===== config.mk =====
export PLATFORM = sky130hd
export DESIGN_NAME = writeback_regfile
export DESIGN_NICKNAME = d
export VERILOG_FILES = /design/src/rtl/y86_pkg.sv /design/src/rtl/wb_dst_sel.sv /design/src/rtl/writeback_regfile.sv
export SDC_FILE = /design/constraint.sdc
export NUM_CORES = 1
export LEC_CHECK = 0
export BUFFER_PORTS_ARGS = -buffer_cell sky130_fd_sc_hd__buf_2
export CORE_AREA = 3 3 463 465
export DETAILED_ROUTE_END_ITERATION = 8
export DIE_AREA = 0 0 466 468
export PLACE_DENSITY_LB_ADDON = 0.12
export SLEW_MARGIN = 25
export SYNTH_ARGS = -nofsm -noshare
export SYNTH_HDL_FRONTEND = slang
export SYNTH_SLANG_ARGS = --single-unit
export TNS_END_PERCENT = 20

===== constraint.sdc =====
create_clock -name clk -period 8.6 [get_ports clk]
set_input_delay 0.86 -clock clk [delete_from_list [all_inputs] [get_ports clk]]
set_output_delay 0.86 -clock clk [all_outputs]
set_load 0.01 [all_outputs]

===== src/rtl/y86_pkg.sv =====
// Shared Y86-64 encodings: instruction codes, status codes, register specifiers
// and the writeback FSM state type.
package y86_pkg;

  localparam logic [3:0] HALT   = 4'h0;
  localparam logic [3:0] NOP    = 4'h1;
  localparam logic [3:0] CMOVXX = 4'h2;
  localparam logic [3:0] IRMOVQ = 4'h3;
  localparam logic [3:0] RMMOVQ = 4'h4;
  localparam logic [3:0] MRMOVQ = 4'h5;
  localparam logic [3:0] OPQ    = 4'h6;
  localparam logic [3:0] JXX    = 4'h7;
  localparam logic [3:0] CALL   = 4'h8;
  localparam logic [3:0] RET    = 4'h9;
  localparam logic [3:0] PUSHQ  = 4'hA;
  localparam logic [3:0] POPQ   = 4'hB;

  localparam logic [1:0] AOK = 2'd0;
  localparam logic [1:0] HLT = 2'd1;
  localparam logic [1:0] ADR = 2'd2;
  localparam logic [1:0] INS = 2'd3;

  localparam logic [3:0] RNONE = 4'hF;
  localparam logic [3:0] RSP   = 4'h4;

  typedef enum logic {
    RUN    = 1'b0,
    HALTED = 1'b1
  } wb_state_t;

endpackage


===== src/rtl/wb_dst_sel.sv =====
// Combinational dstE/dstM selection for the current instruction; shared with decode.
module wb_dst_sel
  import y86_pkg::*;
#(
  parameter logic [3:0] RSP_IDX = RSP
) (
  input  logic [3:0] icode,
  input  logic [3:0] rA,
  input  logic [3:0] rB,
  input  logic       cnd,
  output logic [3:0] dstE,
  output logic [3:0] dstM
);

  always_comb begin
    dstE = RNONE;
    unique case (icode)
      CMOVXX:                    dstE = cnd ? rB : RNONE;
      IRMOVQ, OPQ:               dstE = rB;
      CALL, RET, PUSHQ, POPQ:    dstE = RSP_IDX;
      default:                   dstE = RNONE;
    endcase
  end

  always_comb begin
    dstM = RNONE;
    unique case (icode)
      MRMOVQ, POPQ: dstM = rA;
      default:      dstM = RNONE;
    endcase
  end

endmodule


===== src/rtl/writeback_regfile.sv =====
// Y86-64 SEQ writeback stage, architectural register file, status and halt FSM.
// Optional retired-instruction counter enabled by defining WB_RETIRE_CNT_EN.
module writeback_regfile
  import y86_pkg::*;
#(
  parameter int unsigned DATA_W  = 64,
  parameter int unsigned NREGS   = 15,
  parameter logic [3:0]  RSP_IDX = RSP
) (
  input  logic              clk,
  input  logic              reset,
  input  logic              wb_en,
  input  logic [3:0]        icode,
  input  logic [3:0]        rA,
  input  logic [3:0]        rB,
  input  logic              cnd,
  input  logic [DATA_W-1:0] valE,
  input  logic [DATA_W-1:0] valM,
  input  logic [1:0]        stat_in,
  output logic [DATA_W-1:0] rax,
  output logic [DATA_W-1:0] rcx,
  output logic [DATA_W-1:0] rdx,
  output logic [DATA_W-1:0] rbx,
  output logic [DATA_W-1:0] rsp,
  output logic [DATA_W-1:0] rbp,
  output logic [DATA_W-1:0] rsi,
  output logic [DATA_W-1:0] rdi,
  output logic [DATA_W-1:0] r8,
  output logic [DATA_W-1:0] r9,
  output logic [DATA_W-1:0] r10,
  output logic [DATA_W-1:0] r11,
  output logic [DATA_W-1:0] r12,
  output logic [DATA_W-1:0] r13,
  output logic [DATA_W-1:0] r14,
  output logic [3:0]        dstE,
  output logic [3:0]        dstM,
  output logic [1:0]        stat,
  output logic              halted,
  output logic [DATA_W-1:0] retired
);

  logic [DATA_W-1:0] regs [NREGS];
  logic [1:0]        eff_stat;
  logic              commit_ok;
  wb_state_t         state;

  wb_dst_sel #(.RSP_IDX(RSP_IDX)) u_dst_sel (
    .icode (icode),
    .rA    (rA),
    .rB    (rB),
    .cnd   (cnd),
    .dstE  (dstE),
    .dstM  (dstM)
  );

  always_comb begin
    eff_stat = AOK;
    if (stat_in != AOK)      eff_stat = stat_in;
    else if (icode == HALT)  eff_stat = HLT;
    else if (icode > POPQ)   eff_stat = INS;
  end

  assign commit_ok = (state == RUN) && wb_en && (eff_stat == AOK);

  // The M write is issued second so it wins when dstE == dstM (popq %rsp).
  always_ff @(posedge clk) begin
    if (reset) begin
      for (int unsigned i = 0; i < NREGS; i++) regs[i] <= '0;
      stat  <= AOK;
      state <= RUN;
    end else if (state == RUN && wb_en) begin
      if (eff_stat == AOK) begin
        if (dstE != RNONE) regs[dstE] <= valE;
        if (dstM != RNONE) regs[dstM] <= valM;
      end else begin
        stat  <= eff_stat;
        state <= HALTED;
      end
    end
  end

`ifdef WB_RETIRE_CNT_EN
  always_ff @(posedge clk) begin
    if (reset)          retired <= '0;
    else if (commit_ok) retired <= retired + 1'b1;
  end
`else
  assign retired = '0;
`endif

  assign halted = (state == HALTED);

  assign rax = regs[0];
  assign rcx = regs[1];
  assign rdx = regs[2];
  assign rbx = regs[3];
  assign rsp = regs[4];
  assign rbp = regs[5];
  assign rsi = regs[6];
  assign rdi = regs[7];
  assign r8  = regs[8];
  assign r9  = regs[9];
  assign r10 = regs[10];
  assign r11 = regs[11];
  assign r12 = regs[12];
  assign r13 = regs[13];
  assign r14 = regs[14];

endmodule


# == After elaboration in Yosys (flattened, before gate mapping) ==
# Memories as Yosys holds them, arrays and structs flattened.
# Cells that the tools add are included.
# totals
ramBits,960
out_inout_bits,1035
wordCells,50
mem_count,1
reg_bits,3
# op_classes
n_eq_ne,10
bitwise,2
order_cmp,1
n_reduce_logical,10
mux,24
# memory_table
name,depth,word_bits,read_ports,rd_clocked_by_memory_dff,wr,line_no,source
regs,15,64,15,0,15,writeback_regfile.sv:42,logic [DATA_W-1:0] regs [NREGS];
# ops
op,n
64-bit two-way mux,2
64-bit OR reduction,2
"4-bit == test, second input constant",4
4-bit two-way mux,4
1-bit two-way mux,14
4-bit case mux with 3 select lines,1
"4-bit by 2-bit == test with 1-bit output, second input constant",2
"4-bit by 3-bit == test with 1-bit output, second input constant",2
"4-bit inequality test, second input constant",2
2-bit two-way mux,3
"4-bit > comparator, second input constant",1
4-bit logical NOT,1
2-bit OR reduction,2
4-bit OR reduction,1
2-bit logical NOT,1
1-bit inverter,2
2-bit AND reduction,1
2-bit nonzero test,1
1-bit logical AND,1

# == Depth between registers and ports, before layout ==
# logic_depth
word_depth,11
ltp_mapped,10
depth_no_buf,5

# == Hierarchy ==
# Synthesis repeated with hierarchy kept, for this count alone.
# hier_totals
hier_cells,3177
area_unflattened_um2,43830.8
# modules_own_cells
mod,cells_per_inst,instances,area_each_um2
writeback_regfile,3155,1,43690.7
wb_dst_sel,22,1,140.1

# == Worst setup path before layout ==
# Ideal clock, no wire load.
# synth_timing
path_type,input to register
from,input reset
to,"memory regs[0][0], enable pin"
required_ns,8.026
arrival_time_ns,6.893
path_stages,7
slack_ns,1.133
path_buffers,3
cell_sequence,buf_2 -> nor3b_4 -> nand4_1 -> or3_1 -> buf_4 -> buf_2 -> o21ai_0
# synth_rtl
element,line_no,source
start: declaration,writeback_regfile.sv:11,"input logic reset,"
end: declaration,writeback_regfile.sv:42,

==> reports/metrics.yaml <==
hold_path:
  hold_path_depth: 2
  hold_class: "input pin to flop"
setup_path:
  cp_num_cells: 8
  arrival_ns: 4.94
  crit_family: "simple AND/OR/NAND/NOR gates"
  required_ns: 9.02
  r2r_cells: 6
  crit_slowest_cell: "buf_4"
  cp-end-kind: "flop"
  crit_end: "regs[14][10]"
  cp_max_fo: 49
  worstSetupStartpointType: "input pin"
  path_cells: "buf_2, nor3_2, a21oi_1, nand2_4, buf_4, and3_4, or3_4, buf_4"
  rrSetupSlack_ns: 4.26
  startpoint: "icode[2]"
  r2r_end: "regs[9][58]"
  crit_top_cell: "buf_4"
  timing.rr.start: "halted"
  crit_buf_inv: 3
  cp_slowest_stage_delay_ns: 0.80
  path_class: "input pin to flop"
place:
  place_congestion: 0.767
  dp_hpwl_microns: 173000
  placed_area_sq_um: 49900
  port_buffers: 1116
clock_network:
  root_buffer: "clkbuf_16"
  worstSkewPairLatency_ns: 0.79
  clkSlewWorstSetupHoldPaths_ns: 0.06
  clock_sinks: 963
  ctsResizeCount: 0
  cts-buffers-inserted: 130
  ctsHtreeMaxLevel: 4
  cts_buffer_depth: 3
  holdBufCountCts: 0
  cts_setup_buffers: 0
  cts_tree: "yes"
timing:
  hold_viol_final: 0
  min_period_over_period_pct: 52.5
  skew_ns: 0.0176
  finalSetupTns_ns: 0
  setup_violations: 0
  slew_headroom_pct: 24.8
  min_period_ns: 4.51
  slew_viol_final: 0
  max_freq_ghz: 0.222
  max_slew.worst_pin.slew_ns: 1.13
  rsz0062_at_grt: "false"
die:
  dieArea_sq_um: 218000
  fp-row-count: 168
  die_w_microns: 466
  start_util_pct: 19.9
  core_area_sq_um: 210000
  die_h_microns: 468
  io_pins: 1181
synth:
  ys.flop_type: "edfxtp_1"
  syn_avg_cell_area_sq_um: 15.5
  ys_ff_latch: 963
  ys_seq_area_share_pct: 69.2
  synthArstFlopShare_pct: 0
  synthDistinctLibCells: 51
  synth_cells: 2700
  syn_area_sq_um: 41800
  yosysWarnings: 0
  synth-edff-count: 960
layout:
  drive_above_1_share_pct: 38.9
  fin_area_sq_um: 54000
  n_fill_cell: 21883
  syn_to_final_growth_pct: 29.4
  nNetsFinal: 3751
drt:
  vias: 33360
  viasPerCell: 5.12
  drcViolationCount: 0
  drtIter0Drc: 3618
  dr.pass1.iters: 6
  wire_per_inst_microns: 40.5
  wirelength_microns: 264000
  detail-route-antenna-nets: 0
global_route:
  grt_max_degree: 129
  antenna_found_initial: 25
  grt_pass1_wl_microns: 339000
  overflow: 0
  grt_pass1_vias: 32137
  grt_usage_pct: 23.2
outcome:
  status: "finished, final reports clean"
run:
  cap_violations: 0
pwr:
  powerDensity_nw_per_um2: 219
  p_leak_nw: 20.7
  vdd_ir_drop_max_uv: 211
## layout make-up
cell class | count | area (sq um) | area share (%)
Sequential cell | 963 | 28900 | 53.4
Multi-Input combinational cell | 1302 | 11100 | 20.5
Timing Repair Buffer | 1201 | 6390 | 11.8
Clock buffer | 170 | 3510 | 6.49
Tap cell | 2805 | 3510 | 6.49
Clock inverter | 60 | 629 | 1.16
Inverter | 7 | 28.8 | 0.0532
Antenna cell | 11 | 27.5 | 0.0509
## synth_stat cells, types with 3 or more instances
master      n  share of area [%]
o21a_1      4              0.072
nand3_1    14               0.17
a21oi_1     5              0.060
or2_2       6              0.090
a22o_1    287                6.0
clkbuf_1  275                2.5
nand2b_1    5              0.075
dfxtp_1     3               0.14
or3_1       8               0.12
nor2_1     16               0.14
o21ai_0    13               0.16
buf_2     106                1.3
o31ai_1    65                1.2
nor3_1     12               0.14
nand2_1   144                1.3
buf_6       8               0.22
buf_1      20               0.18
nor2b_1     7               0.10
buf_4      82                1.5
inv_1       7              0.063
edfxtp_1  960                 69
nor4_1      5              0.075
nand4_1     3              0.045
a211o_1     8               0.17
a32o_1    603                 14
## sequential cells by signal (all words and copies together), names as in the netlist
register  cells
halted        1
regs        960
stat          2
## power breakdown
part           switching [mW]  total, mW  internal [mW]
logic                   0.792      0.966          0.174
clock network            2.30       5.49           3.18
registers              0.0578       5.36           5.30
## how the worst min path moves through the flow
| stage | startpoint | endpoint |
|---|---|---|
| floorplan | stat[1] | stat[1] |
| global placement | stat[1] | stat[1] |
| detailed placement | stat[1] | stat[1] |
| CTS | stat_in[1] | stat[0] |
| global route | stat_in[1] | stat[0] |
| finish | stat_in[1] | stat[0] |
## placed cells by master (no fill, tap or decap), types with 7 or more instances in the layout
master | Yosys | final
clkbuf_1 | 275 | 35
conb_1 | 1 | 64
a22o_1 | 287 | 287
buf_4 | 82 | 69
o21ai_0 | 13 | 11
a211o_4 | 0 | 7
nand3_1 | 14 | 13
or3_4 | 0 | 7
nor3_2 | 2 | 13
clkbuf_16 | 0 | 135
a32o_1 | 603 | 603
nor2_1 | 16 | 12
buf_6 | 8 | 8
buf_2 | 106 | 1116
nand2_1 | 144 | 143
clkinv_1 | 0 | 20
bufinv_16 | 0 | 10
o31ai_1 | 65 | 65
diode_2 | 0 | 11
clkinv_2 | 0 | 16
edfxtp_1 | 960 | 960
## stage by stage
step	utilization, %	instances	total power, mW	hold slack, ns	setup slack, ns
global placement	23.7	6271	6.44	0.462	3.19
CTS	25.7	6508	12.0	0.215	4.04
floorplan	-	2763	5.81	0.489	1.13
detailed placement	23.8	6278	6.44	0.477	3.17
finish	25.7	6519	11.8	0.317	4.09
global route	25.7	6511	12.2	0.267	3.96
## routing by layer
metal | GRT usage, % | wire length (microns)
met1 | 29.7 | 108000
met2 | 37.8 | 124000
met5 | 0 | 69
met4 | 7.01 | 7990
met3 | 6.65 | 23400
## logic make-up (layout without fill, tap and decap cells)
| logic type | after synthesis | count (layout) | synth area share (%) |
|---|---|---|---|
| other | 1 | 75 | 0.00898 |
| and+or+nand+nor | 241 | 241 | 2.78 |
| DFF | 963 | 963 | 69.2 |
| buffers and inverters | 498 | 1438 | 5.67 |
| AOI/OAI and AO/OA | 997 | 997 | 22.4 |
(Power assumes the default switching activity.)
